===== src/rtl/rr_coder_if.sv =====
// Request/result bundle for rr_coder: request vector with valid/ready in,
// encoded index plus one-hot grant and flags with valid/ready out.
interface rr_coder_if #(
  parameter int N = 8,
  parameter int W = $clog2(N)
);
  logic [N-1:0] I;
  logic         in_valid;
  logic         in_ready;
  logic [W-1:0] Y;
  logic [N-1:0] OD;
  logic         zero;
  logic         multi;
  logic         out_valid;
  logic         out_ready;

  modport master (
    output I, in_valid, out_ready,
    input  in_ready, Y, OD, zero, multi, out_valid
  );

  modport slave (
    input  I, in_valid, out_ready,
    output in_ready, Y, OD, zero, multi, out_valid
  );
endinterface


===== src/rtl/rr_coder.sv =====
// N-to-log2(N) priority/round-robin encoder with registered one-hot grant,
// zero/multi-hot flags and a single-entry valid/ready output register.
module rr_coder #(
  parameter int N    = 8,
  parameter int W    = $clog2(N),
  parameter int MODE = 0
) (
  input  logic       clk,
  input  logic       rst,
  rr_coder_if.slave  bus
);

  logic [W-1:0]   ptr;
  logic [W-1:0]   win;
  logic [W-1:0]   win_fp;
  logic [W-1:0]   win_rr;
  logic [W-1:0]   off;
  logic [W:0]     sum;
  logic [W-1:0]   ptr_nxt;
  logic [2*N-1:0] dbl;
  logic [N-1:0]   od_nxt;
  logic           found;
  logic           any_set;
  logic           many_set;
  logic           accept;

  logic [W-1:0]   y_p0;
  logic [N-1:0]   od_p0;
  logic           zero_p0;
  logic           multi_p0;
  logic           vld_p0;

  assign bus.in_ready  = !vld_p0 || bus.out_ready;
  assign accept        = bus.in_valid && bus.in_ready;
  assign bus.Y         = y_p0;
  assign bus.OD        = od_p0;
  assign bus.zero      = zero_p0;
  assign bus.multi     = multi_p0;
  assign bus.out_valid = vld_p0;

  always_comb begin
    any_set  = 1'b0;
    many_set = 1'b0;
    for (int k = 0; k < N; k++) begin
      if (bus.I[k]) begin
        many_set = many_set | any_set;
        any_set  = 1'b1;
      end
    end
  end

  // Fixed priority: the last set bit seen while scanning upward is the highest.
  always_comb begin
    win_fp = '0;
    for (int k = 0; k < N; k++) begin
      if (bus.I[k]) win_fp = W'(k);
    end
  end

  // Round-robin: rotate the request vector so ptr lands at bit 0, take the
  // lowest set bit, then map the offset back modulo N (not 2^W).
  always_comb begin
    dbl   = {bus.I, bus.I} >> ptr;
    off   = '0;
    found = 1'b0;
    for (int k = 0; k < N; k++) begin
      if (dbl[k] && !found) begin
        off   = W'(k);
        found = 1'b1;
      end
    end
    sum = {1'b0, ptr} + {1'b0, off};
    if (sum >= (W+1)'(N)) sum = sum - (W+1)'(N);
    win_rr = sum[W-1:0];
  end

  always_comb begin
    win     = (MODE == 0) ? win_fp : win_rr;
    od_nxt  = any_set ? (N'(1) << win) : '0;
    ptr_nxt = (win == W'(N-1)) ? '0 : win + 1'b1;
  end

  // Output register stage
  always_ff @(posedge clk or posedge rst) begin
    if (rst) begin
      vld_p0   <= 1'b0;
      y_p0     <= '0;
      od_p0    <= '0;
      zero_p0  <= 1'b0;
      multi_p0 <= 1'b0;
      ptr      <= '0;
    end else begin
      if (accept) begin
        vld_p0   <= 1'b1;
        y_p0     <= any_set ? win : '0;
        od_p0    <= od_nxt;
        zero_p0  <= !any_set;
        multi_p0 <= many_set;
        if (MODE == 1 && any_set) ptr <= ptr_nxt;
      end else if (vld_p0 && bus.out_ready) begin
        vld_p0 <= 1'b0;
      end
    end
  end

endmodule


===== src/flat_wrapper.sv =====
// flat-port wrapper written by rule: the top's interface ports become plain ports
module rr_coder_flat 
#(
  parameter int N    = 8,
  parameter int W    = $clog2(N),
  parameter int MODE = 0
)
  (clk, rst, bus_I, bus_in_valid, bus_out_ready, bus_in_ready, bus_Y, bus_OD, bus_zero, bus_multi, bus_out_valid);
  rr_coder_if #(.N(N), .W(W)) bus_i ();
  input  logic clk;
  input  logic rst;
  input wire logic [$bits(bus_i.I)-1:0] bus_I;
  input wire logic [$bits(bus_i.in_valid)-1:0] bus_in_valid;
  input wire logic [$bits(bus_i.out_ready)-1:0] bus_out_ready;
  output wire logic [$bits(bus_i.in_ready)-1:0] bus_in_ready;
  output wire logic [$bits(bus_i.Y)-1:0] bus_Y;
  output wire logic [$bits(bus_i.OD)-1:0] bus_OD;
  output wire logic [$bits(bus_i.zero)-1:0] bus_zero;
  output wire logic [$bits(bus_i.multi)-1:0] bus_multi;
  output wire logic [$bits(bus_i.out_valid)-1:0] bus_out_valid;
  assign bus_i.I = bus_I;
  assign bus_i.in_valid = bus_in_valid;
  assign bus_i.out_ready = bus_out_ready;
  assign bus_in_ready = bus_i.in_ready;
  assign bus_Y = bus_i.Y;
  assign bus_OD = bus_i.OD;
  assign bus_zero = bus_i.zero;
  assign bus_multi = bus_i.multi;
  assign bus_out_valid = bus_i.out_valid;
  rr_coder #(.N(N), .W(W), .MODE(MODE)) u_core (.clk(clk), .rst(rst), .bus(bus_i));
endmodule

===== config.mk =====
export PLATFORM = sky130hd
export DESIGN_NAME = rr_coder_flat
export DESIGN_NICKNAME = d
export VERILOG_FILES = /design/src/rtl/rr_coder_if.sv /design/src/rtl/rr_coder.sv /design/src/flat_wrapper.sv
export SDC_FILE = /design/constraint.sdc
export NUM_CORES = 1
export LEC_CHECK = 0
export ABC_AREA = 0
export ABC_CLOCK_PERIOD_IN_PS = 1100
export CORE_UTILIZATION = 50
export CTS_CLUSTER_SIZE = 28
export DETAILED_ROUTE_END_ITERATION = 8
export DONT_BUFFER_PORTS = 1
export PLACE_DENSITY_LB_ADDON = 0.08
export SYNTH_ARGS = -nofsm -noshare
export SYNTH_HDL_FRONTEND = slang
export SYNTH_SLANG_ARGS = --single-unit

===== constraint.sdc =====
create_clock -name clk -period 1.1 [get_ports clk]
set_clock_uncertainty 0.05 [all_clocks]
set_input_delay 0.165 -clock clk [delete_from_list [all_inputs] [get_ports clk]]
set_output_delay 0.165 -clock clk [all_outputs]
set_load 0.005 [all_outputs]

==> results of run 1 <==
metal layers:
layer  wire length, um  global-route usage (%)  vias to the layer above
met2               715                    29.4                       24
li1                  -                       -                      306
met5                 0                       0                        -
met4                34                    12.5                        0
met1               799                    29.3                      283
met3                86                    5.00                        5
kinds of logic after synthesis:
| group | after synthesis |
|---|---|
| DFF | 14 |
| and+or+nand+nor | 31 |
| AOI/OAI and AO/OA | 25 |
| buffers and inverters | 7 |
through the flow:
stage	setup slack [ns]	setup TNS (ns)	std cells
floorplan	-0.0682	-0.261	77
global placement	-0.0880	-0.405	96
detailed placement	-0.108	-0.461	96
CTS	-0.0300	-0.103	103
global route	-0.0676	-0.484	104
finish	-0.0241	-0.0648	104
synth_stat cells, drive strengths merged:
library cell	number
nor2	10
clkbuf	1
nand3	2
o22ai	1
o31ai	5
o211ai	2
or4	1
nor4	2
inv	3
o31a	1
a22o	4
nand2b	2
a21oi	5
nor3	1
nand4	1
nand2	11
o21ba	1
a211oi	1
a2111oi	1
dfrtp	14
o21ai	4
and2	1
buf	3
power groups by stage:
stage | clock (mW) | combinational (mW) | sequential, mW
6_report | 0.374 | 0.174 | 0.583
5_1_grt | 0.392 | 0.192 | 0.592
4_1_cts | 0.375 | 0.168 | 0.585
3_5_place_dp | 0 | 0.159 | 0.595
3_3_place_gp | 0 | 0.156 | 0.594
2_1_floorplan | 0 | 0.122 | 0.589
repair_timing:
action / CTS / global route
resized for setup: 2 / 3
pin swaps: 2 / 3
hold endpoints to repair: 18 / 1
hold buffers: 4 / 1
endpoints found under the setup margin: 8 / 10
sequential cells by signal, summed over array words and instances, names as in the netlist:
name,flops
u_core.bus.Y,3
u_core.bus.zero,1
u_core.bus.OD,8
u_core.bus.multi,1
u_core.bus.out_valid,1
cell type report:
cell class                      count  area [um^2]  share of cell area [%]
Clock buffer                        4         36.3                    3.96
Inverter                            3         11.3                    1.23
Multi-Input combinational cell     56          384                    41.9
Sequential cell                    14          350                    38.3
Tap cell                           15         18.8                    2.05
Timing Repair Buffer               12          115                    12.6
critical path, delay by kind of cell, from the launching register on:
kind	cells	cell delay, ns
flops	1	0.41
buf+inv	1	0.12
simple gates	1	0.10
final timing paths:
kind | startpoint | to | slack [ns] | depth (start not counted)
min reg2reg | u_core.bus.OD[6] | u_core.bus.OD[6] | 0.45 | 2
max in group asynchronous | rst | u_core.bus.zero | 0.35 | 2
max | u_core.bus.out_valid | bus_in_ready | -0.02 | 2
min in group asynchronous | rst | u_core.bus.OD[1] | 0.30 | 2
max reg2reg | u_core.bus.out_valid | u_core.bus.OD[0] | -0.02 | 4
min | bus_I[6] | u_core.bus.OD[6] | 0.01 | 2
==> flow_summary.toml, run 1 <==
[synthesis]
syn_area_per_cell_um2 = 9.62
synthSimpleGateAreaFrac_pct = 23.6
synth_top_family_by_area = "compound AO/OA/AOI/OAI gates"
synthAdderAreaFrac_pct = 0
ys_seq_elements = 14
ys_seq_area_share_pct = 47.3
synth_warnings = 0
synth_xor_area_share_pct = 0
yosysUniqueCellTypes = 27
yosysTopAreaCell = "dfrtp_1"
yosys-top-cells-area = "dfrtp_1 47%, nand2_1 5.6%, a22o_1 4.7%"
synth_top_area_share_pct = 47.3
synthCells = 77
synth_area_um2 = 741
synth_compound_area_share_pct = 24.2
muxShareOfSynthArea_pct = 0
synth_fp_nets = 89

[critical_path]
cpPeakStageDelay_ns = 0.41
critPathSlowestCell = "dfrtp_1"
crit_required_ns = 0.88
crit_chain = "nand2b_4 -> buf_4"
crit_type = "register to output port"
critPathMaxFanout = 4
arrival_ns = 0.91
start_kind = "register"
critPathCaptureType = "output port"

[power]
intPower_mw = 0.843
combPwrFrac_pct = 15.4
p_sw_share_pct = 25.5
power.leakage_nw = 0.386
vdd_ir_drop_max_mv = 0.747
p_clk_share_pct = 33.1
total_power_mw = 1.13
power.switching_mw = 0.288
powerDensity_mw_per_mm2 = 1240
p_seq_share_pct = 51.6

[cts]
cts_tree = "yes"
clkLatencyLatePin_ns = 0.28
numCtsBuffers = 3
cts_htree_levels = 1
cts_setup_buffers = 0
clkTransAtPathRegs_ns = 0.08
cts_sinks = 14
clock_path_buffers = 2
root_buffer = "clkbuf_4"

[sta]
setup_slack_ns = -0.0241
tightest_slew_ns = 0.599
slew_headroom_pct = 59.7
slew_violations = 0
period_share_pct = 102
min_period_ns = 1.12
setup_violations = 5
max_freq_ghz = 0.890
rsz0062_at_grt = "yes"
hold_viol = 0
timing.hold.ws_ns = 0.0103

[routing]
first_pass_iters = 4
drt_iter0_drc = 25
num_vias = 618
drc = 0
routedWlPerCell_um = 15.7
vias_per_cell = 5.94
wl_um = 1640
ant_nets = 0

[run_status]
violations = "setup timing"
status = "complete, but fails checks"

[die]
initial_core_util_pct = 55.5
num_rows = 13
core-area_mm2 = 0.00133
die_height_um = 40.5
dieWidth_um = 40.5
die_area_mm2 = 0.00164
pin_count = 27

[global_routing]
grt_pass1_wl_um = 2260
track_usage_pct = 21.2
antenna_found_initial = 0
grt_max_degree = 15
grt_pass1_vias = 527
grt_overflow = 0

[hold_path]
hp-class = "input pin to register"

[job]
drv_cap = 0

[layout]
fill_cells = 119
antenna_cells = 0
fin_util_pct = 68.7
drive_gt1_share_pct = 24.7
fin_area_um2 = 916
final_common_cell = "dfrtp_1"
area_delta_synth_final_pct = 23.6
layout_common_cells = "14 x dfrtp_1, 10 x nand2_1, 9 x nor2_1"
fin_nets = 102

[place]
io_buffers = 0
hpwl_um = 1190
placed_cell_area_um2 = 817
globalplace.congestion = 0.783
Power figures use the tool's default switching activity.
==> inputs of run 2 (changes only) <==
Settings changed: ABC_CLOCK_PERIOD_IN_PS 1100 to 940.
Clock period 1.1 ns to 0.94 ns, I/O delays scaled along.
==> flow_summary.toml, run 2 (synthesized netlist as in run 1, its figures left out) <==
[global_routing]
track_usage_pct = 28.3
grt_pass1_vias = 657
grt_pass1_wl_um = 2930
grt_max_degree = 15
grt_overflow = 0
antenna_found_initial = 0

[sta]
slew_headroom_pct = 71.2
period_share_pct = 117
min_period_ns = 1.10
rsz0062_at_grt = "yes"
timing.hold.ws_ns = 0.00700
slew_violations = 0
setup_violations = 15
setup_slack_ns = -0.164
tightest_slew_ns = 0.429
max_freq_ghz = 0.906
hold_viol = 0

[power]
p_seq_share_pct = 54.9
combPwrFrac_pct = 19.6
p_sw_share_pct = 25.6
powerDensity_mw_per_mm2 = 1270
vdd_ir_drop_max_mv = 0.780
p_clk_share_pct = 25.4
power.leakage_nw = 0.421
power.switching_mw = 0.320
intPower_mw = 0.928

[critical_path]
start_kind = "register"
cpPeakStageDelay_ns = 0.41
path_delay_family = "flip-flops"
crit_chain = "nand2b_4 -> nand2_4 -> buf_6 -> a22o_1"
rr_endpoint = "u_core.bus.OD[0]"
crit_type = "register to register"
r2r_setup_slack_ns = -0.16
critPathSlowestCell = "dfrtp_1"
reg2reg_from = "u_core.bus.out_valid"
crit_required_ns = 1.05
critPathCaptureType = "register"
arrival_ns = 1.22
crit_buf_inv = 1
critPathMaxFanout = 5
reg2reg_depth = 4

[die]
pin_count = 27
die_height_um = 40.5
dieWidth_um = 40.5
initial_core_util_pct = 55.5
num_rows = 13
core-area_mm2 = 0.00133
die_area_mm2 = 0.00164

[hold_path]
worstHoldEndpoint = "u_core.bus.multi"
hold_depth = 2
hold_start = "bus_I[3]"
hp-class = "input pin to register"

[run_status]
violations = "setup timing"
status = "complete, but fails checks"

[routing]
first_pass_iters = 4
num_vias = 665
drt_iter0_drc = 15
highest_layer = "met4"
drc = 0
wl_um = 1830
wl_met2_um = 840
drt-met1-wl_um = 845
wl_met3_um = 96
routedWlPerCell_um = 16.5
vias_per_cell = 5.99
ant_nets = 0

[layout]
layout_common_cells = "14 x dfrtp_1, 11 x buf_4, 10 x nand2_1"
fin_area_um2 = 983
drive_gt1_share_pct = 34.4
antenna_cells = 0
final_common_cell = "dfrtp_1"
area_delta_synth_final_pct = 32.8
fin_nets = 110
largest_reg_flops = 8

[place]
hpwl_um = 1170
placed_cell_area_um2 = 847
globalplace.congestion = 0.836
io_buffers = 0

[cts]
numCtsBuffers = 3
clock_path_buffers = 2
root_buffer = "clkbuf_4"
cts_tree = "yes"
cts_sinks = 14
cts_setup_buffers = 0
clkLatencyLatePin_ns = 0.27
cts_htree_levels = 1
clkTransAtPathRegs_ns = 0.07

[job]
drv_cap = 0
-- run 2: cell count changes in the layout (fill, tap and decap cells not counted), moves of 2 or more --
cell     delta
buf_4       +5
o21ai_1     +2
o31ai_2     +2
buf_6       +3
o21ai_0     -2
nor2_1      -2
a21oi_2     +2
a21oi_1     -2
-- run 2: repair_timing --
item | CTS | global route
setup endpoints to repair | 15 | 15
hold buffers | 6 | 0
pin swaps | 9 | 1
cloned | 1 | 0
gates resized for setup | 10 | 5
hold endpoints to repair | 19 | 0
-- run 2: layer usage --
layer	vias up	global-route usage [%]
met5	-	0
met4	0	15.8
met3	6	8.33
met2	29	39.7
met1	307	37.9
li1	323	-
-- run 2: metrics by stage --
step           power (mW)  instances  util, %  setup TNS (ns)  worst slack [ns]
4_1_cts              1.25        111     72.6           -1.76            -0.162
6_report             1.25        111     73.7           -1.68            -0.164
5_1_grt              1.32        111     73.7           -2.61            -0.220
2_1_floorplan       0.839         77        -           -1.69            -0.204
3_5_place_dp        0.891        101     63.5           -2.03            -0.243
3_3_place_gp        0.888        101     63.5           -1.94            -0.222
-- run 2: power groups by stage --
stage / sequential, mW / combinational, mW / clock, mW
after floorplan: 0.689 / 0.150 / 0
after global placement: 0.696 / 0.192 / 0
after detailed placement: 0.698 / 0.194 / 0
after CTS: 0.686 / 0.234 / 0.332
after global routing: 0.694 / 0.269 / 0.352
final: 0.686 / 0.245 / 0.317
-- run 2: cell type report --
type	count	area (um^2)
clock buffer	3	22.5
fill	100	350
inverter	3	11.3
multi-input combinational	56	404
sequential	14	350
tap	15	18.8
timing repair buffer	20	176
-- run 2: how the worst max path moves through the flow --
stage,start,end,depth (start not counted)
floorplan,bus_I[0],u_core.bus.OD[3],4
detailed placement,bus_I[0],u_core.bus.OD[0],4
global placement,bus_I[0],u_core.bus.OD[3],4
global route,u_core.bus.out_valid,u_core.bus.OD[0],4
CTS,u_core.bus.out_valid,bus_in_ready,2
finish,u_core.bus.out_valid,u_core.bus.OD[0],4
